[src/rtl/router_pkg.sv]
// Shared router types: arbiter state encoding, default widths and index-width helper.
// The packet-buffer arbiter honours ARB_FIXED_PRIORITY_EN (fixed priority instead of round-robin).
package router_pkg;

  localparam int NUM_REQ_DEF    = 2;
  localparam int ADDR_WIDTH_DEF = 10;
  localparam int LEN_WIDTH_DEF  = 5;
  // The beat counter spans the whole address space so base+beat wraps naturally.
  localparam int BEAT_WIDTH_DEF = ADDR_WIDTH_DEF;

  typedef enum logic [1:0] {
    IDLE    = 2'd0,
    GRANT   = 2'd1,
    BURST   = 2'd2,
    RELEASE = 2'd3
  } arb_state_e;

  function automatic int idx_width(input int n);
    return (n > 1) ? $clog2(n) : 1;
  endfunction

endpackage

[src/rtl/mem_access_arbiter_rr_pick.sv]
// Combinational requester picker: round-robin from ptr, or lowest-index-wins
// when ARB_FIXED_PRIORITY_EN is defined (the ptr port then disappears).
module rr_pick
  import router_pkg::*;
#(
  parameter int NUM_REQ = NUM_REQ_DEF,
  parameter int IDX_W   = idx_width(NUM_REQ)
) (
  input  logic [NUM_REQ-1:0] req,
`ifndef ARB_FIXED_PRIORITY_EN
  input  logic [IDX_W-1:0]   ptr,
`endif
  output logic [IDX_W-1:0]   winner,
  output logic               found
);

`ifdef ARB_FIXED_PRIORITY_EN
  always_comb begin
    winner = '0;
    for (int k = NUM_REQ - 1; k >= 0; k--) begin
      if (req[k]) winner = IDX_W'(k);
    end
    found = |req;
  end
`else
  always_comb begin
    logic [IDX_W:0]   sum;
    logic [IDX_W-1:0] idx;
    sum    = '0;
    idx    = '0;
    winner = '0;
    found  = 1'b0;
    // Walk ptr, ptr+1, ... wrapping at NUM_REQ; first requester seen wins.
    for (int k = 0; k < NUM_REQ; k++) begin
      sum = {1'b0, ptr} + (IDX_W + 1)'(k);
      if (sum >= (IDX_W + 1)'(NUM_REQ)) sum = sum - (IDX_W + 1)'(NUM_REQ);
      idx = sum[IDX_W-1:0];
      if (!found && req[idx]) begin
        found  = 1'b1;
        winner = idx;
      end
    end
  end
`endif

endmodule

[src/rtl/mem_access_arbiter.sv]
// Single-port packet-buffer arbiter: grants one burst requester at a time and sequences
// the buffer address/enable. ARB_FIXED_PRIORITY_EN selects fixed priority over round-robin.
module mem_access_arbiter
  import router_pkg::*;
#(
  parameter int NUM_REQ    = NUM_REQ_DEF,
  parameter int ADDR_WIDTH = ADDR_WIDTH_DEF,
  parameter int LEN_WIDTH  = LEN_WIDTH_DEF
) (
  input  logic                            clk,
  input  logic                            rst_n,
  input  logic [NUM_REQ-1:0]              req_valid,
  input  logic [NUM_REQ-1:0]              req_we,
  input  logic [NUM_REQ*ADDR_WIDTH-1:0]   req_addr,
  input  logic [NUM_REQ*LEN_WIDTH-1:0]    req_len,
  output logic [NUM_REQ-1:0]              gnt,
  output logic                            mem_en,
  output logic                            mem_we,
  output logic [ADDR_WIDTH-1:0]           mem_addr,
  output logic                            burst_last,
  output logic                            busy
);

  localparam int IDX_W = idx_width(NUM_REQ);

  arb_state_e             state_q, state_d;
  logic [IDX_W-1:0]       winner_q, winner_d;
  logic                   we_q, we_d;
  logic [ADDR_WIDTH-1:0]  addr_q, addr_d;
  logic [ADDR_WIDTH-1:0]  beat_q, beat_d;
  logic [LEN_WIDTH-1:0]   len_q, len_d;
  logic [IDX_W-1:0]       pick;
  logic                   found;
  logic                   last_beat;

`ifndef ARB_FIXED_PRIORITY_EN
  logic [IDX_W-1:0]       ptr_q, ptr_d;
`endif

  rr_pick #(
    .NUM_REQ (NUM_REQ),
    .IDX_W   (IDX_W)
  ) u_pick (
    .req    (req_valid),
`ifndef ARB_FIXED_PRIORITY_EN
    .ptr    (ptr_q),
`endif
    .winner (pick),
    .found  (found)
  );

  assign last_beat = (beat_q == ADDR_WIDTH'(len_q));

  always_ff @(posedge clk or negedge rst_n) begin
    if (!rst_n) begin
      state_q  <= IDLE;
      winner_q <= '0;
      we_q     <= 1'b0;
      addr_q   <= '0;
      beat_q   <= '0;
      len_q    <= '0;
`ifndef ARB_FIXED_PRIORITY_EN
      ptr_q    <= '0;
`endif
    end else begin
      state_q  <= state_d;
      winner_q <= winner_d;
      we_q     <= we_d;
      addr_q   <= addr_d;
      beat_q   <= beat_d;
      len_q    <= len_d;
`ifndef ARB_FIXED_PRIORITY_EN
      ptr_q    <= ptr_d;
`endif
    end
  end

  always_comb begin
    state_d = state_q;
    case (state_q)
      IDLE:    if (found) state_d = GRANT;
      GRANT:   state_d = BURST;
      BURST:   if (last_beat) state_d = RELEASE;
      RELEASE: state_d = IDLE;
      default: state_d = IDLE;
    endcase
  end

  // Request fields are captured only when leaving IDLE; later req_* changes are ignored.
  always_comb begin
    winner_d = winner_q;
    we_d     = we_q;
    addr_d   = addr_q;
    beat_d   = beat_q;
    len_d    = len_q;
`ifndef ARB_FIXED_PRIORITY_EN
    ptr_d    = ptr_q;
`endif
    case (state_q)
      IDLE: begin
        if (found) begin
          winner_d = pick;
          we_d     = req_we[pick];
          addr_d   = req_addr[pick*ADDR_WIDTH +: ADDR_WIDTH];
          len_d    = req_len[pick*LEN_WIDTH +: LEN_WIDTH];
          beat_d   = '0;
        end
      end
      BURST: beat_d = last_beat ? '0 : beat_q + 1'b1;
      RELEASE: begin
`ifndef ARB_FIXED_PRIORITY_EN
        ptr_d = (winner_q == IDX_W'(NUM_REQ - 1)) ? '0 : winner_q + 1'b1;
`endif
      end
      default: ;
    endcase
  end

  always_comb begin
    gnt        = '0;
    mem_en     = 1'b0;
    mem_we     = 1'b0;
    mem_addr   = '0;
    burst_last = 1'b0;
    busy       = (state_q != IDLE);
    if (state_q == GRANT || state_q == BURST) gnt[winner_q] = 1'b1;
    if (state_q == BURST) begin
      mem_en     = 1'b1;
      mem_we     = we_q;
      mem_addr   = addr_q + beat_q;
      burst_last = last_beat;
    end
  end

endmodule

[config.mk]
export PLATFORM = sky130hd
export DESIGN_NAME = mem_access_arbiter
export DESIGN_NICKNAME = d
export VERILOG_FILES = /design/src/rtl/router_pkg.sv /design/src/rtl/mem_access_arbiter_rr_pick.sv /design/src/rtl/mem_access_arbiter.sv
export SDC_FILE = /design/constraint.sdc
export NUM_CORES = 1
export LEC_CHECK = 0
export BUFFER_PORTS_ARGS = -buffer_cell sky130_fd_sc_hd__buf_2
export CORE_MARGIN = 5
export CORE_UTILIZATION = 48
export DETAILED_ROUTE_END_ITERATION = 10
export PLACE_DENSITY = 0.76
export SLEW_MARGIN = 20
export SYNTH_ARGS = -nofsm -noshare
export SYNTH_HDL_FRONTEND = slang
export SYNTH_HIERARCHICAL = 1
export SYNTH_SLANG_ARGS = --single-unit
[constraint.sdc]
create_clock -name clk -period 1.96 [get_ports clk]
set_input_delay 0.098 -clock clk [delete_from_list [all_inputs] [get_ports clk]]
set_output_delay 0.098 -clock clk [all_outputs]
set_load 0.1 [all_outputs]
==> results.yml <==
grt:
  grt_use_total_pct: 20.3
  grt_antenna_before_repair: 0
  grt_pass1_vias: 1954
  grt_start_max_net_pins: 31
  grt_pass1_wl_um: 8700
  grt_overflow: 0
route:
  drt_wl_total_um: 5010
  dr.first_iter.drc_count: 70
  first_pass_iters: 4
  via_count: 1927
  drtAntennaViolNets: 0
  via_per_inst: 5.40
  drc_errors: 0
  wl_per_cell_um: 14.0
power:
  leakage_nw: 1.43
  p_per_area_nw_per_um2: 1880
  ir_worst_vdd_uv: 1930
finish:
  n_antenna_cell: 0
  stdcell_count: 357
  layout-drive-gt1-share_pct: 43.0
  area_growth_pct: 51.8
  nNetsFinal: 356
clock_tree:
  path_clk_slew_ns: 0.07
  htreeDepth: 2
  clk_latency_ns: 0.28
  numCtsBuffers: 5
  cts.path.max_buffers: 2
  clockRootBuffer: "clkbuf_8"
  cts_tree: "yes"
  clkSinkCount: 30
setup_path:
  critPathMaxFanout: 2
  cp-end-kind: "output pin"
  crit_required_ns: 1.86
  path_class: "reg2out"
  critPathLaunchType: "register"
  worstPathArrival_ns: 2.51
timing:
  final.setup.worst_slack_ns: -0.648
  hold_viol: 0
  slew_violations: 0
  setup_viol: 6
  worstMarginPinSlew_ns: 0.645
  tns_ns: -2.12
  period_minus_slack_ns: 2.61
  grt_setup_unrepaired: "yes"
  clock_skew_ns: 0.00429
  fmax_mhz: 383
  timing.final.crit_share_pct: 133
  slew_headroom_pct: 57.0
die:
  die_h_um: 74.8
  dieWidth_um: 74.8
  num_io_pins: 52
  start_util_pct: 50.0
  row_count: 23
  core_um2: 4030
  dieArea_um2: 5590
placement:
  io_buffers: 51
  placed_cells: 346
  dp_hpwl_um: 4030
  gp_congestion: 0.844
yosys:
  yosysUniqueCellTypes: 42
  synth_cells: 220
  synth_edf_count: 0
  postSynth.asyncResetShare_pct: 100
  syn_area_um2: 2010
  synthesis.nets: 270
  synth-warning-count: 6
  ys_seq_elements: 30
  ys.flop_type: "dfrtp_1"
  synth_area_per_cell_um2: 9.16
  synth_seq_area_share_pct: 37.3
min_path:
  hold_class: "in2reg"
status:
  violations: "negative setup slack"
  status: "complete, but fails checks"
run:
  cap_violations: 0
[critical path, stage by stage (launching register included)]
cell and delay [ns]:
dfrtp_1 0.39, ha_2 0.20, inv_2 0.05, fa_2 0.20
nor2b_2 0.05, o31a_1 0.25, or4_4 0.44, a31oi_4 0.18
mux2i_4 0.27, buf_12 0.19
[cell type report]
class | instances | area (um^2)
fillers | 288 | 971
repair buffers | 87 | 682
clock buffers | 6 | 72.6
clock inverters | 2 | 37.5
well taps | 50 | 62.6
flip-flops and latches | 30 | 752
multi-input cells | 172 | 1410
inverters | 10 | 46.3
[flip-flops by register name (all words and copies together) (netlist names)]
signal / flops
addr_q: 10
beat_q: 10
len_q: 5
state_q: 2
ptr_q: 1
we_q: 1
winner_q: 1
[power breakdown]
part	switching, W	internal [W]
Combinational	0.00263	0.00151
Sequential	0.000162	0.000843
Clock	0.000239	0.000379
Total	0.00303	0.00273
[routing by layer]
metal,track usage [%],part of all wire [%]
met1,24.7,42
met2,35.8,51
met3,4.81,5.4
met4,5.93,1.6
met5,0,0
[metrics by stage]
step           total power, W  area, um^2  hold slack, ns  util (%)  worst slack (ns)
3_3_place_gp          0.00489        2840           0.171      70.5            -0.336
6_report              0.00576        3060           0.104      75.9            -0.648
2_1_floorplan         0.00388        2180          -0.198         -            -0.663
5_1_grt               0.00610        3060           0.112      75.9            -0.737
3_5_place_dp          0.00497        2840           0.166      70.5            -0.362
4_1_cts               0.00575        3050           0.106      75.6            -0.655
[placed cells by master (no fill, tap or decap), types with 3 or more instances in the layout]
| cell | n |
|---|---|
| ha_1 | 8 |
| a21oi_2 | 3 |
| buf_12 | 10 |
| xor2_1 | 7 |
| ha_4 | 4 |
| o21ai_0 | 11 |
| buf_2 | 41 |
| and3_1 | 4 |
| a21oi_1 | 20 |
| nor2_1 | 22 |
| and2_1 | 5 |
| clkbuf_8 | 5 |
| inv_1 | 6 |
| nor3_1 | 5 |
| nand2b_1 | 7 |
| dfrtp_1 | 29 |
| o2bb2ai_1 | 5 |
| mux2i_1 | 18 |
| o21a_1 | 3 |
| nor2_4 | 3 |
| buf_4 | 34 |
| nand2_1 | 10 |
[Yosys cell counts, drive strengths merged, types with 2 or more instances]
master,number,share of area (%)
o21a,4,1.6
nand2b,7,2.2
dfrtp,30,37
inv,9,1.7
and2,5,1.6
nor2b,4,1.2
buf,3,1.1
clkbuf,5,0.93
mux2i,19,9.4
o2bb2ai,5,2.2
o21ai,13,3.4
xor2,7,3.0
a21oi,24,6.0
or4,2,0.75
ha,13,8.1
mux2,3,1.7
nor2,25,4.7
nor3,7,1.7
and3,5,1.6
nand2,10,1.9
a21o,4,1.6
[worst paths after layout]
path                       cells after the start        start          end  slack (ns)
max                                            9    beat_q[0]  mem_addr[8]       -0.65
min                                            3  req_addr[0]    addr_q[0]        0.10
max reg2reg                                    5    beat_q[5]   state_q[1]        0.03
min reg2reg                                    2         we_q         we_q        0.53
max in group asynchronous                      2        rst_n    beat_q[3]        1.13
min in group asynchronous                      2        rst_n    beat_q[7]        0.37
[cells by family (layout without fill, tap and decap cells)]
| logic type | after synthesis | in the layout | share of synthesized area [%] |
|---|---|---|---|
| xor+xnor | 8 | 8 | 3.48 |
| flops | 30 | 30 | 37.3 |
| simple gates | 72 | 72 | 18.3 |
| fa+ha+maj | 14 | 14 | 9.07 |
| mux | 22 | 22 | 11.1 |
| buf+inv | 18 | 105 | 3.85 |
| compound gates | 56 | 56 | 17.0 |
[what timing repair did]
item | CTS | global route
pin swaps | 9 | 1
hold buffers | 1 | 0
endpoints found under the setup margin | 9 | 9
gates cloned | 0 | 0
gates resized for setup | 13 | 3
hold endpoints to repair | 30 | 0
setup buffers | 3 | 0
Note: power is estimated with default switching activity, not from simulation.
